### src/rtl/rv_pkg.sv
// Shared RV32M definitions: funct3 opcodes, datapath widths and the muldiv FSM state encoding.
package rv_pkg;
  localparam int XLEN  = 32;
  localparam int CNT_W = 5;

  localparam logic [2:0] OP_MUL    = 3'b000;
  localparam logic [2:0] OP_MULH   = 3'b001;
  localparam logic [2:0] OP_MULHSU = 3'b010;
  localparam logic [2:0] OP_MULHU  = 3'b011;
  localparam logic [2:0] OP_DIV    = 3'b100;
  localparam logic [2:0] OP_DIVU   = 3'b101;
  localparam logic [2:0] OP_REM    = 3'b110;
  localparam logic [2:0] OP_REMU   = 3'b111;

  typedef enum logic [1:0] {
    IDLE = 2'd0,
    CALC = 2'd1,
    FIX  = 2'd2,
    DONE = 2'd3
  } state_t;
endpackage

### src/rtl/muldiv_unit_if.sv
// Request/write-back bundle between the execute stage and the iterative mul/div unit.
interface muldiv_unit_if;
  import rv_pkg::*;

  logic            start;
  logic            kill;
  logic [2:0]      op;
  logic [XLEN-1:0] rs1;
  logic [XLEN-1:0] rs2;
  logic [4:0]      rd;
  logic            busy;
  logic            done;
  logic [XLEN-1:0] result;
  logic [4:0]      wr;
  logic            we;

  modport master (output start, kill, op, rs1, rs2, rd,
                  input  busy, done, result, wr, we);
  modport slave  (input  start, kill, op, rs1, rs2, rd,
                  output busy, done, result, wr, we);
endinterface

### src/rtl/muldiv_unit.sv
// Iterative RV32M unit: shift-add multiply / restoring divide on magnitudes, one bit per cycle.
// Fixed 33-edge accept-to-done latency, single outstanding op; start only taken in IDLE.
module muldiv_unit
  import rv_pkg::*;
(
  input  logic         clk,
  input  logic         rst,
  muldiv_unit_if.slave bus
);

  state_t              state_q, state_d;
  logic [CNT_W-1:0]    cnt_q;
  logic [2*XLEN-1:0]   acc_q;
  logic [XLEN-1:0]     opb_q;
  logic [2:0]          op_q;
  logic [4:0]          rd_q;
  logic                neg_q;
  logic                negr_q;
  logic                dz_q;
  logic [XLEN-1:0]     result_q;
  logic [4:0]          wr_q;

  logic                accept;
  logic                a_sgn, b_sgn;
  logic [XLEN-1:0]     a_mag, b_mag;
  logic [XLEN:0]       mul_sum, div_diff;
  logic [2*XLEN-1:0]   mul_next, div_next, prod;
  logic [XLEN-1:0]     quo, rem, fix_res;

  assign accept = (state_q == IDLE) && bus.start && !bus.kill;

  // FSM: state register
  always_ff @(posedge clk or posedge rst) begin
    if (rst) state_q <= IDLE;
    else     state_q <= state_d;
  end

  // FSM: next state
  always_comb begin
    state_d = state_q;
    case (state_q)
      IDLE:    if (accept) state_d = CALC;
      CALC:    if (cnt_q == CNT_W'(XLEN-1)) state_d = FIX;
      FIX:     state_d = DONE;
      DONE:    state_d = IDLE;
      default: state_d = IDLE;
    endcase
    if (bus.kill) state_d = IDLE;
  end

  // FSM: outputs
  always_comb begin
    bus.busy = (state_q == CALC) || (state_q == FIX);
    bus.done = (state_q == DONE);
    bus.we   = (state_q == DONE) && (rd_q != 5'd0);
  end

  assign bus.result = result_q;
  assign bus.wr     = wr_q;

  // MULHU/DIVU/REMU and MUL (low word is sign-agnostic) run fully unsigned.
  always_comb begin
    a_sgn = bus.rs1[XLEN-1] && (bus.op == OP_MULH || bus.op == OP_MULHSU ||
                                bus.op == OP_DIV  || bus.op == OP_REM);
    b_sgn = bus.rs2[XLEN-1] && (bus.op == OP_MULH || bus.op == OP_DIV ||
                                bus.op == OP_REM);
    a_mag = a_sgn ? -bus.rs1 : bus.rs1;
    b_mag = b_sgn ? -bus.rs2 : bus.rs2;
  end

  // Multiply: multiplier sits in the low half and shifts out as the product shifts in.
  always_comb begin
    mul_sum  = {1'b0, acc_q[2*XLEN-1:XLEN]} + {1'b0, opb_q};
    mul_next = acc_q[0] ? {mul_sum, acc_q[XLEN-1:1]} : {1'b0, acc_q[2*XLEN-1:1]};
  end

  // Divide: high half is the partial remainder, quotient bits enter at the bottom.
  always_comb begin
    div_diff = acc_q[2*XLEN-1:XLEN-1] - {1'b0, opb_q};
    div_next = div_diff[XLEN] ? {acc_q[2*XLEN-2:0], 1'b0}
                              : {div_diff[XLEN-1:0], acc_q[XLEN-2:0], 1'b1};
  end

  always_comb begin
    prod = neg_q ? -acc_q : acc_q;
    quo  = acc_q[XLEN-1:0];
    rem  = acc_q[2*XLEN-1:XLEN];
    case (op_q)
      OP_MUL:                         fix_res = prod[XLEN-1:0];
      OP_MULH, OP_MULHSU, OP_MULHU:   fix_res = prod[2*XLEN-1:XLEN];
      OP_DIV, OP_DIVU:                fix_res = dz_q ? '1 : (neg_q ? -quo : quo);
      default:                        fix_res = negr_q ? -rem : rem;
    endcase
  end

  always_ff @(posedge clk or posedge rst) begin
    if (rst) begin
      cnt_q    <= '0;
      acc_q    <= '0;
      opb_q    <= '0;
      op_q     <= '0;
      rd_q     <= '0;
      neg_q    <= 1'b0;
      negr_q   <= 1'b0;
      dz_q     <= 1'b0;
      result_q <= '0;
      wr_q     <= '0;
    end else if (accept) begin
      cnt_q  <= '0;
      acc_q  <= {{XLEN{1'b0}}, a_mag};
      opb_q  <= b_mag;
      op_q   <= bus.op;
      rd_q   <= bus.rd;
      neg_q  <= a_sgn ^ b_sgn;
      negr_q <= a_sgn;
      dz_q   <= bus.op[2] && (bus.rs2 == '0);
    end else if (state_q == CALC) begin
      acc_q <= op_q[2] ? div_next : mul_next;
      cnt_q <= cnt_q + CNT_W'(1);
    end else if (state_q == FIX && !bus.kill) begin
      result_q <= fix_res;
      wr_q     <= rd_q;
    end
  end

endmodule

### src/flat_wrapper.sv
// flat-port wrapper written by rule: the top's interface ports become plain ports
module muldiv_unit_flat import rv_pkg::*;
  (clk, rst, bus_start, bus_kill, bus_op, bus_rs1, bus_rs2, bus_rd, bus_busy, bus_done, bus_result, bus_wr, bus_we);
  muldiv_unit_if bus_i ();
  input  logic clk;
  input  logic rst;
  input wire logic [$bits(bus_i.start)-1:0] bus_start;
  input wire logic [$bits(bus_i.kill)-1:0] bus_kill;
  input wire logic [$bits(bus_i.op)-1:0] bus_op;
  input wire logic [$bits(bus_i.rs1)-1:0] bus_rs1;
  input wire logic [$bits(bus_i.rs2)-1:0] bus_rs2;
  input wire logic [$bits(bus_i.rd)-1:0] bus_rd;
  output wire logic [$bits(bus_i.busy)-1:0] bus_busy;
  output wire logic [$bits(bus_i.done)-1:0] bus_done;
  output wire logic [$bits(bus_i.result)-1:0] bus_result;
  output wire logic [$bits(bus_i.wr)-1:0] bus_wr;
  output wire logic [$bits(bus_i.we)-1:0] bus_we;
  assign bus_i.start = bus_start;
  assign bus_i.kill = bus_kill;
  assign bus_i.op = bus_op;
  assign bus_i.rs1 = bus_rs1;
  assign bus_i.rs2 = bus_rs2;
  assign bus_i.rd = bus_rd;
  assign bus_busy = bus_i.busy;
  assign bus_done = bus_i.done;
  assign bus_result = bus_i.result;
  assign bus_wr = bus_i.wr;
  assign bus_we = bus_i.we;
  muldiv_unit u_core (.clk(clk), .rst(rst), .bus(bus_i));
endmodule
### config.mk
export PLATFORM = sky130hd
export DESIGN_NAME = muldiv_unit_flat
export DESIGN_NICKNAME = d
export VERILOG_FILES = /design/src/rtl/rv_pkg.sv /design/src/rtl/muldiv_unit_if.sv /design/src/rtl/muldiv_unit.sv /design/src/flat_wrapper.sv
export SDC_FILE = /design/constraint.sdc
export NUM_CORES = 1
export LEC_CHECK = 0
export ABC_CLOCK_PERIOD_IN_PS = 7200
export BUFFER_PORTS_ARGS = -buffer_cell sky130_fd_sc_hd__buf_4
export CELL_PAD_IN_SITES_DETAIL_PLACEMENT = 0
export CELL_PAD_IN_SITES_GLOBAL_PLACEMENT = 1
export CORE_MARGIN = 1.5
export CORE_UTILIZATION = 45
export DETAILED_ROUTE_END_ITERATION = 8
export PLACE_DENSITY_LB_ADDON = 0.1
export SKIP_LAST_GASP = 1
export SYNTH_ARGS = -nofsm -noshare
export SYNTH_HDL_FRONTEND = slang
export SYNTH_SLANG_ARGS = --single-unit
### constraint.sdc
create_clock -name clk -period 7.2 [get_ports clk]
set_input_delay 0.72 -clock clk [delete_from_list [all_inputs] [get_ports clk]]
set_output_delay 0.72 -clock clk [all_outputs]
set_load 0.01 [all_outputs]
# [Yosys cells after proc, flatten, opt, wreduce, memory -nomap -nowiden]
# Index checks and enable logic that the tools add are counted.
[word_totals] reg_bits=151 input_bits=76 out_inout_bits=40 word_cells=78
[classes] n_addsub=8 eq_ne=15 n_mux=18 bitwise_logic=3 n_reduce_logical=23
[op_table] op="two-way mux 64 bit" n=6
[op_table] op="two-way mux 32 bit" n=5
[op_table] op="negator 32 bit" n=4
[op_table] op="one-hot mux 32 bit (3 select lines)" n=1
[op_table] op="negator 64 bit" n=1
[op_table] op="adder 32 x 32 -> 33 bit" n=1
[op_table] op="subtractor 33 x 32 -> 33 bit" n=1
[op_table] op="logical NOT 32 bit" n=1
[op_table] op="equality test 3 bit (second input constant)" n=4
[op_table] op="two-way mux 5 bit" n=2
[op_table] op="equality test 3 x 2 -> 1 bit (second input constant)" n=3
[op_table] op="one-hot mux 2 bit (4 select lines)" n=1
[op_table] op="logical AND 1 bit" n=7
[op_table] op="equality test 3 x 1 -> 1 bit (second input constant)" n=2
[op_table] op="logical OR 1 bit" n=6
[op_table] op="two-way mux 2 bit" n=3
[op_table] op="inequality test 3 x 2 -> 1 bit (second input constant)" n=2
[op_table] op="adder 5 x 1 -> 5 bit (second input constant)" n=1
[op_table] op="equality test 5 bit (second input constant)" n=1
[op_table] op="nonzero test 5 bit" n=1
[op_table] op="equality test 2 bit (second input constant)" n=2
[op_table] op="logical NOT 3 bit" n=1
[op_table] op="AND reduction 3 bit" n=1
[op_table] op="OR reduction 3 bit" n=1
[op_table] op="other kinds (8)" n=9

# [Depth between registers and ports, before layout]
# Gate-level depths: netlist of run 1.
[logic_depth] depth_word=7 mapped_depth=13 ltp_nobuf=12

# [Least setup slack after synthesis of run 1]
# OpenSTA, ideal clock, no wires.
[synth_path] path_type="flip-flop to flip-flop" from="register u_core.acc_q[32]" to="register u_core.result_q[24], in the netlist u_core.bus.result[24]" arrival_time_ps=3375 required_time_ps=7071 path_slack_ps=3696 path_stages_with_launch=13 n_path_buf=1 period_less_slack_ps=3504 path_cell_list="dfrtp_1 -> inv_1 -> ha_1 -> or3b_4 -> nand4b_4 -> or3_1 -> buf_2 -> or4_4 -> nor4_4 -> nand3_1 -> mux2_4 -> a2111oi_2 -> nor2_1"
[synth_between] elab_chain_len=3 word_cells_on_any_way=5 cone_classes="add/sub (2); mux (3)"
[synth_lines] item="from (decl)" line="muldiv_unit.sv:13" rtl="logic [2*XLEN-1:0] acc_q;"
[synth_lines] item="from (signal assigned)" line="muldiv_unit.sv:110" rtl="acc_q <= {{XLEN{1'b0}}, a_mag};"
[synth_lines] item="from (signal assigned)" line="muldiv_unit.sv:118" rtl="acc_q <= op_q[2] ? div_next : mul_next;"
[synth_lines] item="negator 64 bit or negator 32 bit (tied branches)" line="muldiv_unit.sv:85, muldiv_unit.sv:92"
[synth_lines] item="two-way mux 64 bit or two-way mux 32 bit (tied branches)" line="muldiv_unit.sv:85, muldiv_unit.sv:92"
[synth_lines] item="one-hot mux 32 bit (3 select lines) *" line="muldiv_unit.sv:88" rtl="case (op_q)"
[synth_lines] item="to (signal assigned)" line="muldiv_unit.sv:121" rtl="result_q <= fix_res;"
[synth_lines] item="to (decl)" line="muldiv_unit.sv:20" rtl="logic [XLEN-1:0] result_q;"
# Every way passes the cells marked *; elsewhere a longest branch is shown, timed or not.
# A chain may end at the register's enable or synchronous reset.

# [Final worst setup path of run 1]
[layout_path] from="register u_core.acc_q[31]" to="register u_core.acc_q[40]"
[layout_between] elab_chain_len=5
[layout_lines] item="subtractor 33 x 32 -> 33 bit" line="muldiv_unit.sv:79" rtl="div_diff = acc_q[2*XLEN-1:XLEN-1] - {1'b0, opb_q};"
[layout_lines] item="two-way mux 64 bit" line="muldiv_unit.sv:80" rtl="div_next = div_diff[XLEN] ? {acc_q[2*XLEN-2:0], 1'b0}"
[layout_lines] item="two-way mux 64 bit" line="muldiv_unit.sv:118"
[layout_lines] item="two-way mux 64 bit" line="muldiv_unit.sv:117" rtl="end else if (state_q == CALC) begin"
[layout_lines] item="two-way mux 64 bit" line="muldiv_unit.sv:108" rtl="end else if (accept) begin"
# Every way passes these cells. The select of a mux whose other input is x is not followed.

==> results of run 1 <==
[worst reg2reg max path, stage by stage, from the launching register on]
cell and delay [ns]:
dfrtp_1 0.53, inv_1 0.24, ha_1 0.27, fa_1 0.40, nor2b_1 0.23, o31a_1 0.26, o211a_1 0.27, o21ai_1 0.13
a31oi_1 0.31, xnor2_2 0.16, buf_4 0.53, o311ai_0 0.35, a32o_1 0.34
[synth_stat cells (all sizes together), types with 7 or more instances]
cell type	number
a211oi	15
a21o	26
a21oi	109
clkbuf	120
or3	24
o22ai	9
ha	75
a32o	13
nand4	13
nor3b	8
nand2	264
o211ai	46
nor4	12
nand2b	17
o21a	11
a31oi	27
mux2i	53
o21ai	216
nor2b	13
or4	22
o221ai	9
o31ai	32
a221oi	16
nand3	23
xnor2	104
o41ai	21
inv	71
buf	19
and3	7
xor2	85
nor2	115
o31a	7
or2	12
nor3	30
dfrtp	151
[power breakdown]
| group | switching (mW) | internal [mW] | total [mW] |
|---|---|---|---|
| clock network | 0.411 | 0.663 | 1.07 |
| logic | 3.53 | 2.32 | 5.85 |
| registers | 0.721 | 1.23 | 1.95 |
| total | 4.66 | 4.21 | 8.87 |
[state kept, by name, indices dropped and copies added (netlist names)]
register / cells
u_core.acc_q: 64
u_core.bus.result: 32
u_core.bus.wr: 5
u_core.cnt_q: 5
u_core.dz_q: 1
u_core.neg_q: 1
u_core.negr_q: 1
u_core.op_q: 3
u_core.opb_q: 32
u_core.rd_q: 5
u_core.state_q: 2
[area by class of cell]
type	count	area share
Multi-Input combinational cell	1520	0.616
Sequential cell	151	0.233
Timing Repair Buffer	131	0.0606
Tap cell	402	0.0310
Clock buffer	18	0.0271
Inverter	73	0.0172
Clock inverter	14	0.0152
[logic make-up after synthesis]
group	after synthesis	synth area share
DFF	151	0.260
AOI/OAI and AO/OA	616	0.273
xor gates and xnor gates	189	0.114
adders and majority gates	77	0.0673
muxes	58	0.0406
and+or+nand+nor	580	0.190
buffers and inverters	212	0.0556
[metrics by stage]
| step | cells | utilization |
|---|---|---|
| 2_1_floorplan | 1883 | - |
| 3_3_place_gp | 2277 | 0.490 |
| 3_5_place_dp | 2277 | 0.490 |
| 4_1_cts | 2309 | 0.511 |
| 5_1_grt | 2309 | 0.511 |
| 6_report | 2309 | 0.511 |
[cell usage in the layout, fill, tap and decap left out, drive strengths merged, types with 11 or more instances in the layout]
cell and instances:
nor2 115, nand4 13, buf 131, nor3 30, xor2 85, a31oi 27, ha 75, dfrtp 151
a221oi 16, o211ai 46, inv 73, o21ai 216, a21oi 109, a32o 13, mux2i 53, nor2b 13
a21o 26, clkbuf 18, o41ai 21, or2 12, nor4 12, nand3 23, o21a 11, o31ai 32
nand2 264, or3 24, a211oi 15, or4 22, xnor2 104, nand2b 17
[routing by layer]
layer | GRT usage | part of all wire
met1 | 0.419 | 0.48
met2 | 0.464 | 0.44
met3 | 0.0437 | 0.052
met4 | 0.111 | 0.031
met5 | 0 | 0
[worst max path at each step]
stage | slack [ns] | end | start | cells after the start
floorplan | 2.42 | u_core.acc_q[0] | rst | 1
global placement | 3.21 | u_core.acc_q[40] | u_core.acc_q[31] | 12
detailed placement | 3.19 | u_core.acc_q[40] | u_core.acc_q[31] | 12
CTS | 3.16 | u_core.acc_q[40] | u_core.acc_q[31] | 12
global route | 2.89 | u_core.acc_q[40] | u_core.acc_q[31] | 12
finish | 3.06 | u_core.acc_q[40] | u_core.acc_q[31] | 12
==> impl_metrics.tcl, run 1 <==
set metrics [dict create \
    status "complete, no violations" \
    required_ns 7.54 \
    tightest_slew_ns 1.21 \
    grt_max_degree 85 \
    r2r_end "u_core.acc_q[40]" \
    syn-cell-area_sq_um 14500 \
    crit_family "compound AO/OA/AOI/OAI gates" \
    p_per_area_nw_per_um2 547 \
    cts_root_buffer "clkbuf_16" \
    drt_iter0_markers 1039 \
    synthArstFlopShare 1.00 \
    fillers 3114 \
    tns_ns 0 \
    final_area_sq_um 16200 \
    timing_hold_violations_final 0 \
    cp_cell_sequence "inv_1 -> ha_1 -> fa_1 -> nor2b_1 -> o31a_1 -> o211a_1 -> o21ai_1 -> a31oi_1 -> xnor2_2 -> buf_4 -> o311ai_0 -> a32o_1" \
    clk_pin_slew_worst_paths_ns 0.07 \
    post_cts_resized 0 \
    yosys_warnings 0 \
    synthCells 1883 \
    setup_slack_ns 3.06 \
    start_util 0.459 \
    synth_top_area_share 0.260 \
    maxSlewHeadroom 0.193 \
    fin_crit_sh 0.575 \
    die_x_um 183 \
    dp_slack_ns 3.19 \
    synth_area_per_cell_sq_um 7.73 \
    cts_tree "built" \
    finalClockSkew_ns 0.0199 \
    multi_input_area_sq_um 9980 \
    register_area_sq_um 3780 \
    io_pins 116 \
    clk_path_buf_depth 2 \
    finalCriticalPeriod_ns 4.14 \
    coreArea_sq_um 31700 \
    syn2layout_area_growth_pct 11.5 \
    synth_area_leader_cell "dfrtp_1" \
    fp-row-count 65 \
    r2r-start "u_core.acc_q[31]" \
    p_leak_nw 6.88 \
    criticalPathCategory "flip-flop to flip-flop" \
    synth_area_leaders "dfrtp_1 (26%), nand2_1 (6.8%), o21ai_0 (6.7%)" \
    worstPathArrival_ns 4.48 \
    cp-end-kind "flip-flop" \
    diodes 0 \
    overflow 0 \
    chipHeight_um 183 \
    reg2reg_slack_ns 3.06 \
    rsz0062_at_grt "no" \
    vdd_ir_drop_max_uv 240 \
    start_kind "flip-flop" \
    vias 14125 \
    nets 2047 \
    synth-edff-count 0 \
    grt_pass1_vias 13542 \
    htree_levels 4 \
    synth_cell_types 80 \
    totalWireLength_mm 48.7 \
    ys_ff_latch 151 \
    placed_area_sq_um 15500 \
    drive_gt1_frac 0.107 \
    clock.fmax_mhz 242 \
    whs_ns 0.418 \
    clock_sinks 151 \
    drc 0 \
    crit_slowest_cell "dfrtp_1" \
    io_buffer_count 115 \
    drtPass1Iterations 5 \
    finalPower_mw 8.87 \
    synthesis.nets 2036 \
    grtUsageTotal 0.298 \
    cts_setup_buffers 0 \
    synthFlopType "dfrtp_1" \
    cts_buffers 17 \
    postCtsHoldBufs 0 \
    hpwl_mm 35.8 \
    finalSetupViolCount 0 \
    clkLatencyLatePin_ns 0.47 \
    ff2ff_path_depth 12 \
    die_area_sq_um 33400 \
    finalMaxSlewViolations 0 \
    maxCapViolCount 0 \
    cp.buffers_inverters 2 \
    grt_antenna_before_repair 0 \
    ant_nets 0 \
    path_max_fanout 54 \
    synth_seq_area_share 0.260 \
    avgRoutedWirePerCell_um 21.1 \
    slowest_delay_ns 0.53 \
    grt_pass1_wl_mm 77.9 \
    gp_congestion 0.928 \
    hold_class "input pin to asynchronous set/reset pin" \
    vias_per_cell 6.12 \
]
Note: power is estimated with default switching activity, not from simulation.
==> run 2, diff against run 1 <==
- ABC_AREA: unset -> 1
- ABC_CLOCK_PERIOD_IN_PS: 7200 -> 3590
- CORE_UTILIZATION: 45 -> 39
- clock period: 7.2 -> 3.59 ns (I/O delays scaled with it)
==> run 2 against run 1 <==
Compared with the run above:
- wire length up 47%
- total power up 110%
- largest power group unchanged
- final cell count up 66%
- synthesized cell count up 68%
- setup slack worse by 2.4 ns
- largest cell class unchanged
- critical endpoint is now u_core.bus.result[15]
- global-route usage up 0.99 points
==> impl_metrics.tcl, run 2 <==
set metrics [dict create \
    status "complete, no violations" \
    gp_congestion 0.974 \
    dp_slack_ns 0.731 \
    holdPathStages 3 \
    crit_slowest_cell "dfrtp_4" \
    finalSetupViolCount 0 \
    synth_area_per_cell_sq_um 5.59 \
    chipHeight_um 216 \
    cp-end-kind "flip-flop" \
    fp-row-count 77 \
    tightest_slew_ns 0.993 \
    largest_register_ffs 64 \
    setup_slack_ns 0.622 \
    tns_ns 0 \
    io_pins 116 \
    vdd_ir_drop_max_uv 471 \
    drc 0 \
    finalClockSkew_ns 0.0157 \
    maxCapViolCount 0 \
    synth_area_leader_cell "nand2_1" \
    timing_hold_violations_final 0 \
    path_max_fanout 64 \
    grt_pass1_vias 18549 \
    coreArea_sq_um 44500 \
    avgRoutedWirePerCell_um 18.7 \
    rsz0062_at_grt "no" \
    cts_tree "built" \
    synth_cell_types 51 \
    critical_path.most_common_cell "nand2_1" \
    synthFlopType "dfrtp_1" \
    p_per_area_nw_per_um2 965 \
    clock.fmax_mhz 337 \
    drtPass1Iterations 6 \
    hold_start "bus_rd[3]" \
    clk_path_buf_depth 2 \
    ant_nets 0 \
    yosysMostFrequentCell "nand2_1" \
    clkLatencyLatePin_ns 0.50 \
    diodes 0 \
    top_register "u_core.acc_q" \
    synthArstFlopShare 1.00 \
    final_common_cell "nand2_1" \
    drt_iter0_markers 2079 \
    overflow 0 \
    synthesis.nets 3323 \
    vias 20236 \
    post_cts_resized 0 \
    clk_pin_slew_worst_paths_ns 0.07 \
    grt_antenna_before_repair 0 \
    r2r_end "u_core.bus.result[15]" \
    syn-cell-area_sq_um 17700 \
    ys_top_cells_by_count "nand2_1 (1128), inv_1 (491), nor2_1 (278)" \
    fin_crit_sh 0.827 \
    yosys_warnings 0 \
    hold_class "input pin to flip-flop" \
    start_util 0.398 \
    hpwl_mm 57.5 \
    clock_sinks 151 \
    ff2ff_path_depth 11 \
    synth_seq_area_share 0.213 \
    totalWireLength_mm 71.7 \
    start_kind "flip-flop" \
    io_buffer_count 115 \
    worstPathArrival_ns 3.34 \
    r2r-start "u_core.op_q[2]" \
    grt_max_degree 72 \
    nets 3388 \
    grt_pass1_wl_mm 110 \
    slowest_delay_ns 0.81 \
    maxSlewHeadroom 0.337 \
    syn2layout_area_growth_pct 11.5 \
    htree_levels 4 \
    synth_area_leaders "nand2_1 (24%), dfrtp_1 (21%), inv_1 (10%)" \
    vias_per_cell 5.27 \
    die_area_sq_um 46700 \
    cp_cell_sequence "inv_2 -> nor2_1 -> nor2_1 -> inv_2 -> nand2_1 -> inv_1 -> nand2_1 -> o21ai_0 -> a21oi_1 -> nand2_1 -> nand2_1" \
    cts_buffers 17 \
    p_leak_nw 10.7 \
    reg2reg_slack_ns 0.62 \
    finalCriticalPeriod_ns 2.97 \
    grtUsageTotal 0.308 \
    ys_ff_latch 151 \
    synth-edff-count 0 \
    finalPower_mw 19.0 \
    min_to "u_core.rd_q[3]" \
    required_ns 3.96 \
    criticalPathCategory "flip-flop to flip-flop" \
    die_x_um 216 \
    post-route-util 0.444 \
    synthCells 3170 \
    synth_top_area_share 0.239 \
    cts_root_buffer "clkbuf_16" \
    drive_gt1_frac 0.0724 \
    final_cell_mix "nand2_1 (1128), inv_1 (489), nor2_1 (277), nand3_1 (268), o21ai_0 (184)" \
    finalMaxSlewViolations 0 \
]
==> run 2: cells by family (layout without fill, tap and decap cells) <==
family	count (synthesis)	after routing	synth area share
compound gates	443	443	0.134
xor+xnor	82	82	0.0405
fa+ha+maj	77	77	0.0552
buf+inv	609	687	0.133
flops	151	151	0.213
simple gates	1808	1808	0.423
==> run 2: repair_timing <==
| item | 4_1_cts | 5_1_grt |
|---|---|---|
| buffers inserted | 0 | 0 |
| hold buffers | 1 | 0 |
| endpoints found under the hold margin | 25 | 0 |
==> run 2: layer usage <==
layer / global-route usage / vias up / share of wire
met4: 0.0824 / 0 / 0.022
met2: 0.428 / 793 / 0.39
met3: 0.0556 / 80 / 0.080
met5: 0 / - / 0
met1: 0.478 / 9255 / 0.51
li1: - / 10108 / -
==> run 2: worst max-delay path by stage <==
stage	start	endpoint	slack, ns	cells past startpoint
after global placement	u_core.op_q[2]	u_core.bus.result[15]	0.80	11
final	u_core.op_q[2]	u_core.bus.result[15]	0.62	11
after floorplan	u_core.acc_q[31]	u_core.acc_q[33]	1.31	18
after detailed placement	u_core.op_q[2]	u_core.bus.result[15]	0.73	11
after global routing	u_core.op_q[2]	u_core.bus.result[15]	0.41	11
after CTS	u_core.op_q[2]	u_core.bus.result[15]	0.73	11
==> run 2: final cells by class <==
type / count / area, sq um
timing repair buffer: 154 / 1180
multi-input combinational: 2410 / 11600
clock inverter: 15 / 143
sequential: 151 / 3780
fill: 4954 / 24800
inverter: 501 / 1880
clock buffer: 17 / 425
tap: 592 / 741
==> run 2: per-stage QoR <==
stage                     std cells  hold WS, ns  area, sq um
final                          3840       0.0717        19700
after global routing           3840       0.0649        19700
after CTS                      3840       0.0456        19700
after detailed placement       3807        0.468        19200
after global placement         3807        0.464        19200
after floorplan                3170        0.447        17700
==> run 2: worst max-delay path, delay by kind of cell, from the launching register on <==
family,cells,cell delay [ns]
AO/OA/AOI/OAI,2,0.57
buffers and inverters,3,0.75
flip-flops,1,0.81
AND/OR/NAND/NOR,6,0.71
==> run 2: report_power, final <==
part | switching [mW] | internal, mW
registers | 1.22 | 2.47
clock network | 0.879 | 0.963
logic | 9.25 | 4.27
total | 11.4 | 7.69
==> run 3, diff against run 2 <==
- ABC_CLOCK_PERIOD_IN_PS: 3590 -> 2600
- clock period: 3.59 -> 2.6 ns (I/O delays scaled with it)
==> run 3 against run 2 <==
Compared with the run above:
- critical endpoint is now u_core.acc_q[35]
- total power up 47%
- sequential share of layout area is 0.84 points lower
- highest routed layer unchanged
- sequential cell count did not move
==> impl_metrics.tcl, run 3 (synthesis gave the netlist of run 2 again) <==
set metrics [dict create \
    grt_pass1_wl_mm 114 \
    grt_max_degree 72 \
    htree_levels 4 \
    finalCriticalPeriod_ns 2.51 \
    cts_buffers 17 \
    status "complete, no violations" \
    hold_start "bus_rs2[21]" \
    largest_register_ffs 64 \
    maxSlewHeadroom 0.475 \
    avgRoutedWirePerCell_um 19.1 \
    drc 0 \
    cp.buffers_inverters 2 \
    worstPathArrival_ns 2.90 \
    p_per_area_nw_per_um2 1360 \
    vias_per_cell 5.28 \
    drt_iter0_markers 2174 \
    timing_hold_violations_final 0 \
    chipHeight_um 216 \
    grt_pass1_vias 19062 \
    min_to "u_core.opb_q[21]" \
    multi_input_area_sq_um 11700 \
    grt_antenna_before_repair 0 \
    maxCapViolCount 0 \
    clkLatencyLatePin_ns 0.50 \
    coreArea_sq_um 44500 \
    nets 3479 \
    clk_pin_slew_worst_paths_ns 0.07 \
    gp_congestion 0.966 \
    syn2layout_area_growth_pct 16.8 \
    cp_cell_sequence "ha_1 -> nand2_2 -> inv_1 -> nand2_1 -> nand2_1 -> a21oi_1 -> nand2_2 -> nand2_4 -> nand2_4 -> nand2_4 -> nand2_8 -> buf_12 -> nand2_1 -> nand3_1 -> nand2_1 -> nand2_1" \
    finalMaxSlewViolations 0 \
    die_x_um 216 \
    reg2reg_slack_ns 0.09 \
    io_buffer_count 115 \
    drtPass1Iterations 6 \
    path_max_fanout 19 \
    holdPathStages 3 \
    cp-end-kind "flip-flop" \
    grtUsageTotal 0.320 \
    finalSetupViolCount 0 \
    critical_path.most_common_cell "nand2_1" \
    crit_slowest_cell "dfrtp_1" \
    startpoint "u_core.acc_q[46]" \
    required_ns 3.00 \
    clock.fmax_mhz 399 \
    hold_class "input pin to flip-flop" \
    hpwl_mm 60.4 \
    crit_family "simple AND/OR/NAND/NOR gates" \
    p_leak_nw 11.2 \
    cts_root_buffer "clkbuf_16" \
    top_register "u_core.acc_q" \
    diodes 0 \
    fin_crit_sh 0.964 \
    finalClockSkew_ns 0.0148 \
    final_cell_mix "nand2_1 (1126), inv_1 (489), nor2_1 (274), nand3_1 (265), buf_4 (230)" \
    cts_tree "built" \
    criticalPathCategory "flip-flop to flip-flop" \
    clock_sinks 151 \
    finalPower_mw 28.1 \
    vias 20774 \
    tightest_slew_ns 0.786 \
    final_common_cell "nand2_1" \
    start_kind "flip-flop" \
    overflow 0 \
    drive_gt1_frac 0.104 \
    clk_path_buf_depth 2 \
    io_pins 116 \
    r2r-start "u_core.acc_q[46]" \
    slowest_delay_ns 0.50 \
    register_area_sq_um 3790 \
    fillers 4874 \
    whs_ns 0.0355 \
    die_area_sq_um 46700 \
    ff2ff_path_depth 16 \
    totalWireLength_mm 75.2 \
    ant_nets 0 \
    fp-row-count 77 \
    start_util 0.398 \
    vdd_ir_drop_max_uv 614 \
    r2r_end "u_core.acc_q[35]" \
]
run 3: changes by cell type in the layout (fill, tap and decap cells not counted), sizes merged:
cell and delta:
bufinv +3, nand2 +2, dlygate4sd3 +5, inv -5, buf +84, clkbuf +4
clkinvlp -2
run 3: per-layer routing:
metal | global-route usage | vias to the layer above | wire (um)
met3 | 0.0712 | 57 | 6430
met4 | 0.0778 | 0 | 1310
met1 | 0.495 | 9616 | 37700
li1 | - | 10300 | -
met5 | 0 | - | 0
met2 | 0.440 | 801 | 29700
run 3: worst reg2reg max path: stages, from the launching register on:
cell and delay, ns:
dfrtp_1 0.50, ha_1 0.42, nand2_2 0.14, inv_1 0.05
nand2_1 0.06, nand2_1 0.10, a21oi_1 0.17, nand2_2 0.12
nand2_4 0.12, nand2_4 0.08, nand2_4 0.10, nand2_8 0.08
buf_12 0.16, nand2_1 0.09, nand3_1 0.07, nand2_1 0.09
nand2_1 0.05
run 3: area by class of cell:
cell class | instances | area share
Clock inverter | 11 | 0.00822
Tap cell | 592 | 0.0358
Sequential cell | 151 | 0.183
Multi-Input combinational cell | 2412 | 0.566
Inverter | 501 | 0.0912
Timing Repair Buffer | 243 | 0.0931
Clock buffer | 21 | 0.0227
run 3: metrics by stage:
| step | area, sq um | util | setup slack [ns] | TNS [ns] | instances |
|---|---|---|---|---|---|
| finish | 20700 | 0.465 | 0.0929 | 0 | 3931 |
| CTS | 20500 | 0.461 | 0.00301 | 0 | 3924 |
| global placement | 19800 | 0.445 | -0.0367 | -0.146 | 3886 |
| floorplan | 17700 | - | 0.319 | 0 | 3170 |
| global route | 20700 | 0.465 | -0.00674 | -0.0160 | 3931 |
| detailed placement | 19800 | 0.445 | 0.0149 | 0 | 3886 |
run 3: worst max path at each step:
stage                             to  slack, ns  depth (start not counted)
floorplan           u_core.acc_q[33]       0.32                         18
global placement    u_core.acc_q[63]      -0.04                         16
detailed placement  u_core.acc_q[32]       0.01                         16
CTS                 u_core.acc_q[42]      0.003                         16
global route        u_core.acc_q[40]     -0.007                         17
finish              u_core.acc_q[35]       0.09                         16
run 3: repair_timing:
action	CTS	global route
hold buffers	6	0
endpoints found under the setup margin	0	38
setup buffers	0	5
endpoints found under the hold margin	25	0
resized for setup	0	33
run 3: where the power goes:
group / internal [mW] / switching, mW / total, mW / leakage [nW]
clock: 1.68 / 1.16 / 2.84 / 0.306
combinational: 6.82 / 13.8 / 20.7 / 9.02
sequential: 3.42 / 1.17 / 4.60 / 1.86
